==> src/rtl/lcb_word_splitter.sv <==
// LCB response byte collector: packs byte pairs into 12-bit orbit words and
// steers them to the fast or slow FIFO, with inter-byte timeout and abort.
module lcb_word_splitter #(
  parameter logic [4:0]  BYTES      = 5'd16,
  parameter logic [3:0]  FAST_WORDS = 4'd4,
  parameter logic [15:0] TIMEOUT    = 16'd400
) (
  input  logic        clk,
  input  logic        rst,
  input  logic [7:0]  iData,
  input  logic        strob,
  input  logic        iNewRq,
  input  logic [10:0] sAddr,
  input  logic        fFull,
  input  logic        sFull,
  output logic [11:0] fData,
  output logic        fVal,
  output logic [11:0] sData,
  output logic        sVal,
  output logic [10:0] oSAddr,
  output logic        oDone,
  output logic        oErr,
  output logic [7:0]  oDrop,
  output logic        oBusy
);

  typedef enum logic [1:0] {IDLE, LOW, HIGH} state_t;

  state_t      state_q;
  logic [7:0]  b0_q;
  logic [10:0] base_q;
  logic [4:0]  byte_cnt_q;
  logic [3:0]  word_cnt_q;
  logic [15:0] timer_q;
  logic [11:0] fdata_q, sdata_q;
  logic        fval_q, sval_q, done_q, err_q;
  logic [10:0] saddr_q;
  logic [7:0]  drop_q;

  logic        busy, abort_rq, accept, expire, last_byte, emit, to_fast;
  logic [4:0]  byte_cnt_d;
  logic [11:0] word_d;
  logic [10:0] base_d, slow_addr;

  always_comb begin
    busy       = (state_q != IDLE);
    abort_rq   = busy && iNewRq;
    accept     = strob && !abort_rq;
    // A strob in the expiry cycle keeps the packet alive.
    expire     = busy && !strob && (timer_q == TIMEOUT - 16'd1);
    byte_cnt_d = (state_q == IDLE) ? 5'd1 : byte_cnt_q + 5'd1;
    last_byte  = (byte_cnt_d == BYTES);
    // In IDLE/LOW the last byte has no partner: it becomes a lone tail word.
    emit       = accept && ((state_q == HIGH) || last_byte);
    word_d     = (state_q == HIGH) ? {iData[3:0], b0_q} : {4'h0, iData};
    base_d     = (state_q == IDLE) ? sAddr : base_q;
    to_fast    = (word_cnt_q < FAST_WORDS);
    slow_addr  = base_d + {7'd0, word_cnt_q - FAST_WORDS};
  end

  always_ff @(posedge clk or posedge rst) begin
    if (rst) begin
      state_q    <= IDLE;
      b0_q       <= '0;
      base_q     <= '0;
      byte_cnt_q <= '0;
      word_cnt_q <= '0;
      timer_q    <= '0;
      fdata_q    <= '0;
      sdata_q    <= '0;
      fval_q     <= 1'b0;
      sval_q     <= 1'b0;
      saddr_q    <= '0;
      done_q     <= 1'b0;
      err_q      <= 1'b0;
      drop_q     <= '0;
    end else begin
      fval_q <= 1'b0;
      sval_q <= 1'b0;
      done_q <= 1'b0;
      err_q  <= 1'b0;
      if (abort_rq || expire) begin
        err_q      <= 1'b1;
        state_q    <= IDLE;
        byte_cnt_q <= '0;
        word_cnt_q <= '0;
        timer_q    <= '0;
      end else if (accept) begin
        timer_q    <= '0;
        byte_cnt_q <= byte_cnt_d;
        base_q     <= base_d;
        if (emit) begin
          word_cnt_q <= word_cnt_q + 4'd1;
          // Full FIFO drops the word but the word/address sequence still advances.
          if (to_fast) begin
            if (fFull) begin
              if (drop_q != 8'hFF) drop_q <= drop_q + 8'd1;
            end else begin
              fval_q  <= 1'b1;
              fdata_q <= word_d;
            end
          end else begin
            if (sFull) begin
              if (drop_q != 8'hFF) drop_q <= drop_q + 8'd1;
            end else begin
              sval_q  <= 1'b1;
              sdata_q <= word_d;
              saddr_q <= slow_addr;
            end
          end
          if (last_byte) begin
            done_q     <= 1'b1;
            state_q    <= IDLE;
            byte_cnt_q <= '0;
            word_cnt_q <= '0;
          end else begin
            state_q <= LOW;
          end
        end else begin
          b0_q    <= iData;
          state_q <= HIGH;
        end
      end else if (busy) begin
        timer_q <= timer_q + 16'd1;
      end
    end
  end

  assign fData  = fdata_q;
  assign fVal   = fval_q;
  assign sData  = sdata_q;
  assign sVal   = sval_q;
  assign oSAddr = saddr_q;
  assign oDone  = done_q;
  assign oErr   = err_q;
  assign oDrop  = drop_q;
  assign oBusy  = busy;

endmodule

==> config.mk <==
export PLATFORM = sky130hd
export DESIGN_NAME = lcb_word_splitter
export DESIGN_NICKNAME = d
export VERILOG_FILES = /design/src/rtl/lcb_word_splitter.sv
export SDC_FILE = /design/constraint.sdc
export NUM_CORES = 1
export LEC_CHECK = 0
export ABC_CLOCK_PERIOD_IN_PS = 5800
export CELL_PAD_IN_SITES_DETAIL_PLACEMENT = 0
export CELL_PAD_IN_SITES_GLOBAL_PLACEMENT = 1
export CORE_MARGIN = 5
export CORE_UTILIZATION = 46
export CTS_BUF_LIST = sky130_fd_sc_hd__clkbuf_16
export DETAILED_ROUTE_END_ITERATION = 10
export HOLD_SLACK_MARGIN = 0.02
export PLACE_DENSITY = 0.89
export SLEW_MARGIN = 20
export SYNTH_ARGS = -nofsm -noshare
export SYNTH_HDL_FRONTEND = slang
export SYNTH_SLANG_ARGS = --single-unit
==> constraint.sdc <==
create_clock -name clk -period 5.8 [get_ports clk]
set_clock_uncertainty 0.05 [all_clocks]
set_input_delay 0.58 -clock clk [delete_from_list [all_inputs] [get_ports clk]]
set_output_delay 0.58 -clock clk [all_outputs]
set_load 0.02 [all_outputs]
After elaboration in Yosys (flattened, before gate mapping)
Cells that the tools add are included.
{ "classes": {"addsub": 6, "order_cmp": 1, "eq_ne": 5, "muxes": 37, "bitwise_logic": 5, "n_reduce_logical": 21} }
{ "ops": {"columns": ["op", "n"], "rows": [
  ["$mux W16", 3],
  ["$mux W8", 4],
  ["$mux W5", 5],
  ["$add A16 B1 Y16 const B", 1],
  ["$eq A16 B9 Y1 const B", 1],
  ["$mux W1", 16],
  ["$mux W4", 4],
  ["$reduce_and A5 Y1", 3],
  ["$mux W12", 1],
  ["$add A11 B4 Y11", 1],
  ["$mux W11", 1],
  ["$add A8 B1 Y8 const B", 1],
  ["$ne A8 B8 Y1 const B", 1],
  ["$reduce_bool A2 Y1", 4],
  ["$mux W2", 3],
  ["$add A5 B1 Y5 const B", 1],
  ["$eq A5 B5 Y1 const B", 1],
  ["$logic_and A1 B1 Y1", 5],
  ["$not A1 Y1", 5],
  ["$add A4 B1 Y4 const B", 1],
  ["$lt A4 B3 Y1 const B", 1],
  ["$reduce_and A2 Y1", 2],
  ["$sub A4 B3 Y4 const B", 1],
  ["$reduce_and A3 Y1", 1],
  ["6 further kinds", 8]
]} }
{ "totals": {"ff_bits": 93, "in_bits": 25, "out_inout_bits": 48, "elab_cells": 89} }

Logic depth before layout (Yosys ltp)
Gate-level depths: netlist (run 1).
{ "depth": {"depth_word": 8, "depth_mapped": 12, "ltp_nobuf": 11} }

Worst setup path after synthesis (run 1)
Ideal clock, no wire load.
{ "synth_timing": {"path_type": "register to register", "start": "register state_q[1]", "end": "register saddr_q[10], in the netlist oSAddr[10]", "setup_time_ns": 0.125, "arrival_ns": 2.570, "required_ns": 5.625, "path_slack_ns": 3.055, "stages_incl_launch_ff": 13, "n_path_buf": 1, "period_less_slack_ns": 2.745, "cell_sequence": "dfrtp_1 nor2_2 inv_2 buf_1 nand2_1 nand2_1 ha_1 fa_1 a21o_1 a21o_1 nand4_1 xor2_1 mux2_2"} }
{ "synth_via": {"elab_chain_len": 6, "elab_cells_between_ends": 17, "cone_classes": "add/sub: 1; eq/ne: 2; mux: 2; bitwise: 1; reduce/logical: 11"} }
{ "synth_rtl": {"columns": ["item", "line_no", "text"], "rows": [
  ["from (decl)", "29", "state_t state_q;"],
  ["from (signal assigned)", "63", "state_q <= IDLE;"],
  ["from (signal assigned)", "84", "state_q <= IDLE;"],
  ["from (signal assigned)", "113", "state_q <= IDLE;"],
  ["$reduce_bool A2 Y1 *", "46", "busy = (state_q != IDLE);"],
  ["via oBusy", "24", "output logic oBusy"],
  ["$logic_and A1 B1 Y1, on equally long branches", "47, 50", null],
  ["$logic_not A1 Y1 / $logic_and A1 B1 Y1 (equally long branches)", "48, 50", null],
  ["$logic_and A1 B1 Y1 / $logic_or A1 B1 Y1 (equally long branches)", "48, 82", null],
  ["$logic_and A1 B1 Y1 / $not A1 Y1 (equally long branches)", null, null],
  ["$reduce_and A5 Y1 (no line) *", null, null],
  ["to (signal assigned)", "108", "saddr_q <= slow_addr;"],
  ["to (decl)", "37", "logic [10:0] saddr_q;"]
]} }
The timed path passes the listed nets; every way through them passes the cells marked *.
A chain may end at the register's enable or synchronous reset.

Worst setup path in the final report (run 1)
{ "layout_timing": {"start": "register state_q[0]", "end": "register saddr_q[10], in the netlist oSAddr[10]"} }
{ "layout_via": {"elab_cells_between_ends": 17, "cone_classes": "add/sub: 1; eq/ne: 2; mux: 2; bitwise: 1; reduce/logical: 11"} }
{ "layout_lines": {"columns": ["item", "line_no", "text"], "rows": [
  ["$logic_not A2 Y1", "56", "base_d = (state_q == IDLE) ? sAddr : base_q;"],
  ["$mux W11", "56", null],
  ["via base_d[0]", "43", "logic [10:0] base_d, slow_addr;"],
  ["$add A11 B4 Y11", "58", "slow_addr = base_d + {7'd0, word_cnt_q - FAST_WORDS};"]
]} }
The timed path passes the listed nets, and every way through them passes these cells.

==> impl_metrics.env, run 1 <==
export IMPL_status="completed"
export IMPL_arrival_ns=3.47
export IMPL_die_h_um=110
export IMPL_ys_types=60
export IMPL_track_usage_pct=16.9
export IMPL_hold_viol_final=0
export IMPL_nNetsFinal=499
export IMPL_path_clk_slew_ns=0.07
export IMPL_grt_pass1_vias=3346
export IMPL_layout_drive_gt1_share_pct=17.7
export IMPL_reg2reg_slack_ns=2.51
export IMPL_synth_most_common_cell="dfrtp_1"
export IMPL_grt_start_max_net_pins=58
export IMPL_syn_cell_area_um2=4640
export IMPL_syn_nets=424
export IMPL_placed_cell_area_um2=5480
export IMPL_viasPerCell=5.30
export IMPL_crit_fanout=17
export IMPL_total_power_mw=2.70
export IMPL_finalCritPeriodShare_pct=56.8
export IMPL_drtPass1Iterations=4
export IMPL_cts_resized_gates=0
export IMPL_ys_seq_area_share_pct=50.2
export IMPL_ir_worst_vdd_mv=0.217
export IMPL_rr_startpoint="state_q[0]"
export IMPL_critPathRequiredTime_ns=5.97
export IMPL_finalSetupTns_ns=0
export IMPL_hold_class="reg2reg"
export IMPL_cts_max_level=3
export IMPL_whs_ns=0.433
export IMPL_cts_sinks=93
export IMPL_drc=0
export IMPL_hpwl_mm=7.15
export IMPL_die_area_um2=12200
export IMPL_postCtsSetupBuffers=0
export IMPL_wl_per_cell_um=16.3
export IMPL_yosys_warnings=0
export IMPL_r2r_end="oSAddr[10]"
export IMPL_min_period_ns=3.29
export IMPL_clockBufferDepth=2
export IMPL_rsz0062_at_grt="false"
export IMPL_crit_end="oSAddr[10]"
export IMPL_ys_seq_elements=93
export IMPL_synth_top_area_cell="dfrtp_1"
export IMPL_synth_avg_cell_area_um2=11.9
export IMPL_initial_core_util_pct=47.2
export IMPL_synth_edff_count=0
export IMPL_max_freq_mhz=304
export IMPL_die_w_um=110
export IMPL_utilization_pct=59.0
export IMPL_crit_start="state_q[0]"
export IMPL_drt_iter0_drc=120
export IMPL_design_area_um2=5790
export IMPL_cts_tree="done"
export IMPL_setup_viol=0
export IMPL_cts_root_buf="clkbuf_16"
export IMPL_hold_path_cell_count=1
export IMPL_grt_overflow=0
export IMPL_antenna_found_initial=0
export IMPL_vias=3193
export IMPL_fp_row_count=36
export IMPL_slew_headroom_pct=52.2
export IMPL_gp_congestion=0.903
export IMPL_synthFlopType="dfrtp_1"
export IMPL_antenna_left=0
export IMPL_p_leak_nw=2.52
export IMPL_core_region_area_um2=9820
export IMPL_port_buffers=72
export IMPL_num_io_pins=73
export IMPL_max_cap_violations=0
export IMPL_worstMarginPinSlew_ns=0.717
export IMPL_yosys_top_cells_area="dfrtp_1 50%, mux2_2 8.0%, mux2_1 4.6%, xor2_1 3.8%, mux2_4 2.9%"
export IMPL_synthTopCellsByCount="93 x dfrtp_1, 33 x mux2_2, 30 x nand2_1, 26 x nor2_1, 20 x xor2_1"
export IMPL_reg2regPathDepth=11
export IMPL_routed_wl_mm=9.79
export IMPL_yosysTopAreaCellShare_pct=50.2
export IMPL_grt_pass1_wl_mm=17.1
export IMPL_synthArstFlopShare_pct=100
export IMPL_cp_start_kind="flip-flop"
export IMPL_p_per_area_nw_per_um2=466
export IMPL_areaGrowthSynthToFinish_pct=24.9
export IMPL_synthCells=389
export IMPL_cts_buffers=9
export IMPL_slew_violations=0
export IMPL_clk_latency_ns=0.34
export IMPL_end_kind="flip-flop"
export IMPL_critPathKind="reg2reg"
export IMPL_n_antenna_cell=0
export IMPL_hold_buffers=0
[metrics by stage]
stage	setup WS, ns	cells
2_1_floorplan	2.75	389
3_3_place_gp	2.46	585
3_5_place_dp	2.33	585
4_1_cts	2.32	601
5_1_grt	2.23	602
6_report	2.51	602
[logic make-up (layout without fill, tap and decap cells)]
group / count (synthesis) / in the layout / synth area share (%)
xor+xnor: 32 / 32 / 6.20
mux: 66 / 66 / 16.9
fa+ha+maj: 10 / 10 / 2.86
buf+inv: 27 / 107 / 2.80
simple gates: 113 / 113 / 13.4
flops: 93 / 93 / 50.2
compound gates: 48 / 48 / 7.74
[power breakdown]
group | total, mW | switching [mW] | leakage [nW] | internal (mW)
combinational | 1.12 | 0.574 | 1.17 | 0.548
clock | 0.588 | 0.252 | 0.148 | 0.336
sequential | 0.988 | 0.153 | 1.21 | 0.835
total | 2.70 | 0.978 | 2.52 | 1.72
[cells in the final DEF, fill, tap and decap left out, types with 2 or more instances in the layout]
master	count
ha_1	9
mux2_1	19
a21o_1	5
or3b_2	2
inv_6	2
nor3_2	2
xnor2_1	11
nand4_1	7
nor2b_1	2
mux2_4	9
dfrtp_1	93
nand2_1	30
a21oi_1	7
xor2_1	20
nor4_1	8
clkbuf_16	9
clkdlybuf4s50_1	72
mux2i_1	4
nor4_4	2
mux2_2	33
a32o_1	2
and2_1	8
o21ai_1	3
nand2_2	3
nand3_1	10
o21ai_0	11
clkinv_2	2
clkinv_4	2
inv_1	12
nor2_1	26
and4_1	2
o21bai_1	3
buf_4	4
o211ai_1	4
[worst min path at each step]
stage | from | to
final | sData[5] | sData[5]
after global routing | sData[5] | sData[5]
after CTS | sData[5] | sData[5]
after detailed placement | sData[7] | sData[7]
after global placement | oSAddr[0] | oSAddr[0]
after floorplan | b0_q[0] | b0_q[0]
[critical path: stages, from the launching register on]
cell,delay (ns)
dfrtp_1,0.57
nor2_2,0.54
inv_2,0.28
nand2_1,0.13
nand2_1,0.08
ha_1,0.23
fa_1,0.41
a21o_1,0.19
a21o_1,0.24
nand4_1,0.12
xor2_1,0.07
mux2_2,0.27
[layout make-up]
class	instances	area, um2
Tap cell	133	166
Fill cell	844	4030
Clock buffer	9	225
Sequential cell	93	2330
Timing Repair Buffer	77	764
Multi-Input combinational cell	269	2180
Inverter	14	53.8
Clock inverter	7	73.8
[sequential cells by signal, indices dropped and copies added, names as in the netlist]
signal / flops
timer_q: 16
fData: 12
sData: 12
base_q: 11
oSAddr: 11
b0_q: 8
oDrop: 8
byte_cnt_q: 5
word_cnt_q: 4
state_q: 2
fVal: 1
oDone: 1
oErr: 1
sVal: 1
[layer usage]
layer  global-route usage (%)  vias up  wire [um]
met5                        0        -          0
met1                     22.4     1576       4450
met4                     5.75        0        153
met2                     27.8       67       4760
li1                         -     1536          -
met3                     3.12       14        434
No activity file was read; power rests on OpenSTA's default activity.
==> run 2, diff against run 1 <==
- ABC_CLOCK_PERIOD_IN_PS: 5800 -> 3100
- CORE_UTILIZATION: 46 -> 43
- PLACE_DENSITY: 0.89 -> 0.84
- clock period: 5.8 -> 3.1 ns (I/O delays scaled with it)
==> impl_metrics.env, run 2 (same netlist as run 1, synthesis figures left out) <==
export IMPL_status="completed"
export IMPL_cp_slowest_cell="dfrtp_1"
export IMPL_dp_slack_ns=0.233
export IMPL_layout_drive_gt1_share_pct=19.1
export IMPL_worstMarginPinSlew_ns=0.607
export IMPL_path_clk_slew_ns=0.07
export IMPL_hpwl_mm=7.01
export IMPL_nNetsFinal=506
export IMPL_fp_row_count=38
export IMPL_setup_viol=0
export IMPL_end_kind="flip-flop"
export IMPL_cts_root_buf="clkbuf_16"
export IMPL_p_per_area_nw_per_um2=864
export IMPL_die_area_um2=13000
export IMPL_areaGrowthSynthToFinish_pct=25.9
export IMPL_drtPass1Iterations=4
export IMPL_core_region_area_um2=10700
export IMPL_path_buf_inv=1
export IMPL_finalCritPeriodShare_pct=87.3
export IMPL_cp_start_kind="flip-flop"
export IMPL_grt_pass1_vias=3315
export IMPL_critPathRequiredTime_ns=3.28
export IMPL_p_leak_nw=2.55
export IMPL_postCtsSetupBuffers=0
export IMPL_multiInputGateArea_um2=2180
export IMPL_die_w_um=114
export IMPL_n_antenna_cell=0
export IMPL_min_period_ns=2.71
export IMPL_most_common_layout_cells="93 x dfrtp_1, 72 x clkdlybuf4s50_1, 33 x mux2_2"
export IMPL_cts_tree="done"
export IMPL_gp_congestion=0.867
export IMPL_cts_max_level=3
export IMPL_routed_wl_mm=9.99
export IMPL_antenna_found_initial=0
export IMPL_vias=3260
export IMPL_clk_latency_ns=0.35
export IMPL_wl_per_cell_um=16.2
export IMPL_cts_resized_gates=0
export IMPL_die_h_um=114
export IMPL_arrival_ns=2.89
export IMPL_path_cells="nor2_2 -> inv_2 -> nand2_1 -> nand2_1 -> ha_1 -> fa_1 -> a21o_1 -> a21o_1 -> nand4_1 -> xor2_1 -> mux2_2"
export IMPL_largest_register="timer_q"
export IMPL_finalSetupTns_ns=0
export IMPL_regArea_um2=2330
export IMPL_critPathKind="reg2reg"
export IMPL_num_io_pins=73
export IMPL_port_buffers=72
export IMPL_clockBufferDepth=2
export IMPL_slew_headroom_pct=59.2
export IMPL_utilization_pct=54.6
export IMPL_fin_ws_ns=0.395
export IMPL_hold_viol_final=0
export IMPL_cts_buffers=9
export IMPL_slowest_delay_ns=0.49
export IMPL_nFillCells=935
export IMPL_crit_fanout=8
export IMPL_crit_family="adder cells"
export IMPL_max_cap_violations=0
export IMPL_cts_sinks=93
export IMPL_drt_iter0_drc=145
export IMPL_antenna_left=0
export IMPL_largest_reg_flops=16
export IMPL_grt_start_max_net_pins=94
export IMPL_hold_buffers=0
export IMPL_grt_pass1_wl_mm=16.9
export IMPL_ir_worst_vdd_mv=0.349
export IMPL_viasPerCell=5.29
export IMPL_max_freq_mhz=370
export IMPL_track_usage_pct=16.3
export IMPL_slew_violations=0
export IMPL_grt_overflow=0
export IMPL_rsz0062_at_grt="false"
export IMPL_final_common_cell="dfrtp_1"
export IMPL_initial_core_util_pct=43.4
export IMPL_hold_class="in2async"
export IMPL_drc=0
==> run 2: changes by cell type in the layout (fill, tap and decap cells not counted), sizes merged <==
cell,before,now
buf,4,12
clkinvlp,0,1
inv,15,17
bufinv,1,0
clkbuf,10,9
clkinv,5,3
==> run 2: final timing paths <==
path                       depth (start not counted)       start  slack (ns)         end
max in group asynchronous                          3         rst        2.26    fData[2]
min                                                3         rst        0.32    oDrop[6]
max                                               11  state_q[0]        0.39  oSAddr[10]
max reg2reg                                       11  state_q[0]        0.39  oSAddr[10]
min in group clk                                   1    sData[7]        0.44    sData[7]
min reg2reg                                        1    sData[7]        0.44    sData[7]
==> run 2: tightest hold or removal path: cells and delay by family <==
family                 cells  cell delay [ns]
buffers and inverters      3             0.84
==> run 2: routing by layer <==
layer / global-route usage, % / up-vias / part of all wire [%]
li1: - / 1539 / -
met1: 22.5 / 1647 / 46
met2: 26.0 / 63 / 48
met3: 3.45 / 11 / 4.3
met4: 5.07 / 0 / 1.2
met5: 0 / - / 0
==> run 2: final cells by class <==
type	instances	share of cell area, %
flip-flops and latches	93	39.8
well taps	140	3.00
repair buffers	84	14.1
multi-input cells	269	37.4
inverters	14	0.921
clock inverters	7	0.942
clock buffers	9	3.86
==> run 2: metrics by stage <==
stage               total power, mW  hold WS (ns)  cells  instance area, um2
global route                   5.38         0.403    616                5840
detailed placement             4.03         0.425    599                5550
global placement               3.98         0.418    599                5550
floorplan                      3.23         0.410    389                4640
finish                         5.05         0.323    616                5840
CTS                            5.11         0.381    615                5830
==> run 2: report_power, final <==
part | internal [mW] | leakage [nW] | total [mW] | switching (mW)
Sequential | 1.56 | 1.21 | 1.82 | 0.253
Clock | 0.555 | 0.139 | 1.06 | 0.500
Combinational | 1.08 | 1.20 | 2.18 | 1.10
==> run 3, diff against run 2 <==
- ABC_AREA: not set -> 1
- CORE_UTILIZATION: 43 -> 41
- CTS_BUF_LIST: sky130_fd_sc_hd__clkbuf_16 -> sky130_fd_sc_hd__clkbuf_8 sky130_fd_sc_hd__clkbuf_16
- SETUP_SLACK_MARGIN: not set -> 0.02
==> impl_metrics.env, run 3 <==
export IMPL_status="completed"
export IMPL_synth_top_area_cell="dfrtp_1"
export IMPL_setup_viol=0
export IMPL_cts_max_level=3
export IMPL_crit_top_cell="nand2_1"
export IMPL_synth_avg_cell_area_um2=8.73
export IMPL_die_area_um2=13800
export IMPL_synthFlopType="dfrtp_1"
export IMPL_antenna_left=0
export IMPL_synthArstFlopShare_pct=100
export IMPL_max_cap_violations=0
export IMPL_slowest_delay_ns=0.44
export IMPL_track_usage_pct=15.6
export IMPL_cts_tree="done"
export IMPL_ys_seq_elements=93
export IMPL_clk_latency_ns=0.35
export IMPL_critPathKind="reg2reg"
export IMPL_fin_cells=763
export IMPL_rsz0062_at_grt="false"
export IMPL_multiInputGateArea_um2=2090
export IMPL_hpwl_mm=7.37
export IMPL_total_power_mw=5.04
export IMPL_largest_register="timer_q"
export IMPL_r2r_end="oSAddr[10]"
export IMPL_p_int_mw=2.98
export IMPL_die_h_um=118
export IMPL_p_per_area_nw_per_um2=860
export IMPL_crit_start="state_q[0]"
export IMPL_synthTopCellsByCount="159 x nand2_1, 93 x dfrtp_1, 46 x inv_1, 40 x nor2_1, 37 x o21ai_0"
export IMPL_core_region_area_um2=11400
export IMPL_grt_overflow=0
export IMPL_grt_pass1_vias=3750
export IMPL_regArea_um2=2330
export IMPL_arrival_ns=2.74
export IMPL_worstMarginPinSlew_ns=0.723
export IMPL_cts_sinks=93
export IMPL_final_common_cell="nand2_1"
export IMPL_whs_ns=0.330
export IMPL_routed_wl_mm=10.4
export IMPL_layout_drive_gt1_share_pct=11.6
export IMPL_reg2regPathDepth=13
export IMPL_utilization_pct=51.6
export IMPL_min_period_ns=2.55
export IMPL_cts_root_buf="clkbuf_16"
export IMPL_die_w_um=118
export IMPL_finalSetupTns_ns=0
export IMPL_vias=3738
export IMPL_syn_nets=578
export IMPL_nFillCells=1098
export IMPL_n_antenna_cell=0
export IMPL_ys_seq_area_share_pct=49.1
export IMPL_top_usage_layer="met2"
export IMPL_drc=0
export IMPL_path_cells="nor2_4 -> buf_4 -> o21ai_0 -> ha_1 -> nand3_1 -> nand3_1 -> nand2_1 -> nor2_1 -> nand3_1 -> nand2_1 -> nand2_1 -> nand2_1 -> nand2_1"
export IMPL_yosys_top_cells_area="dfrtp_1 49%, nand2_1 13%, o21ai_2 4.8%, o21ai_0 3.9%, inv_1 3.6%"
export IMPL_path_clk_slew_ns=0.07
export IMPL_drt_iter0_drc=195
export IMPL_clockBufferDepth=2
export IMPL_path_depth=13
export IMPL_syn_cell_area_um2=4740
export IMPL_max_freq_mhz=392
export IMPL_postCtsSetupBuffers=0
export IMPL_yosys_warnings=0
export IMPL_yosysTopAreaCellShare_pct=49.1
export IMPL_synth_edff_count=0
export IMPL_clockPowerShare_pct=22.7
export IMPL_drtPass1Iterations=4
export IMPL_cp_slowest_cell="dfrtp_1"
export IMPL_slew_headroom_pct=51.7
export IMPL_initial_core_util_pct=41.7
export IMPL_most_common_layout_cells="159 x nand2_1, 93 x dfrtp_1, 72 x clkdlybuf4s50_1"
export IMPL_hold_class="in2async"
export IMPL_cts_resized_gates=0
export IMPL_num_io_pins=73
export IMPL_ys_types=35
export IMPL_seqPwrFrac_pct=34.0
export IMPL_antenna_found_initial=0
export IMPL_synth_most_common_cell="nand2_1"
export IMPL_viasPerCell=4.90
export IMPL_grt_pass1_wl_mm=17.8
export IMPL_p_leak_nw=2.68
export IMPL_port_buffers=72
export IMPL_path_buf_inv=1
export IMPL_switching_power_mw=2.06
export IMPL_end_kind="flip-flop"
export IMPL_grt_util_met2_pct=25.9
export IMPL_largest_reg_flops=16
export IMPL_grt_start_max_net_pins=43
export IMPL_wl_per_cell_um=13.6
export IMPL_cts_buffers=9
export IMPL_areaGrowthSynthToFinish_pct=23.8
export IMPL_hold_viol_final=0
export IMPL_crit_family="simple AND/OR/NAND/NOR gates"
export IMPL_crit_end="oSAddr[10]"
export IMPL_nNetsFinal=650
export IMPL_met3_usage_pct=4.23
export IMPL_p_sw_share_pct=40.9
export IMPL_gp_congestion=0.818
export IMPL_hold_buffers=0
export IMPL_synthCells=543
export IMPL_fp_row_count=39
export IMPL_rr_startpoint="state_q[0]"
export IMPL_cp_start_kind="flip-flop"
export IMPL_ir_worst_vdd_mv=0.445
export IMPL_critPathRequiredTime_ns=3.29
export IMPL_grtUsageMet1_pct=19.1
export IMPL_crit_fanout=17
export IMPL_comb_power_share_pct=43.3
export IMPL_finalCritPeriodShare_pct=82.3
export IMPL_slew_violations=0
export IMPL_reg2reg_slack_ns=0.55
export IMPL_dp_cells=747
run 3: cell types whose count changed after synthesis, sizes merged, moves of 5 or more:
cell   before  now
o21ai      15   76
nand2      33  163
inv        14   52
and2        8    0
a21o        5    0
nand3      10   32
nor4       11    0
xor2       20   14
nor2       27   46
mux2       61    0
run 3: area by class of cell:
cell class / instances / area share (%)
multi-input combinational: 382 / 35.6
clock buffer: 9 / 3.84
clock inverter: 7 / 1.34
sequential: 93 / 39.7
tap: 143 / 3.05
timing repair buffer: 77 / 13.1
inverter: 52 / 3.35
run 3: worst min path at each step:
stage	from	endpoint	slack (ns)
final	rst	oSAddr[9]	0.33
after CTS	rst	oSAddr[10]	0.34
after detailed placement	oSAddr[7]	oSAddr[7]	0.42
after global routing	rst	sData[3]	0.40
after global placement	b0_q[7]	b0_q[7]	0.41
after floorplan	iData[7]	b0_q[7]	0.38
run 3: kinds of logic after synthesis:
family / share of synthesized area (%)
compound gates: 11.4
xor+xnor: 4.25
simple gates: 25.4
fa+ha+maj: 2.80
flops: 49.1
buf+inv: 6.81
mux: 0.211
run 3: through the flow:
step | setup slack (ns) | area (um2)
2_1_floorplan | 0.320 | 4740
3_3_place_gp | 0.606 | 5560
3_5_place_dp | 0.558 | 5560
4_1_cts | 0.531 | 5870
5_1_grt | 0.282 | 5870
6_report | 0.548 | 5870
run 3: power by group through the flow:
stage / Sequential (mW) / Clock (mW) / Combinational (mW)
after global routing: 1.76 / 1.23 / 2.43
after floorplan: 1.88 / 0 / 1.37
after detailed placement: 1.74 / 0 / 2.20
after global placement: 1.73 / 0 / 2.16
final: 1.71 / 1.15 / 2.18
after CTS: 1.72 / 1.18 / 2.22
run 3: layer usage:
layer	up-vias	part of all wire, %
met5	-	0
met4	0	2.1
met3	19	5.2
met2	86	48
met1	1751	45
li1	1882	-
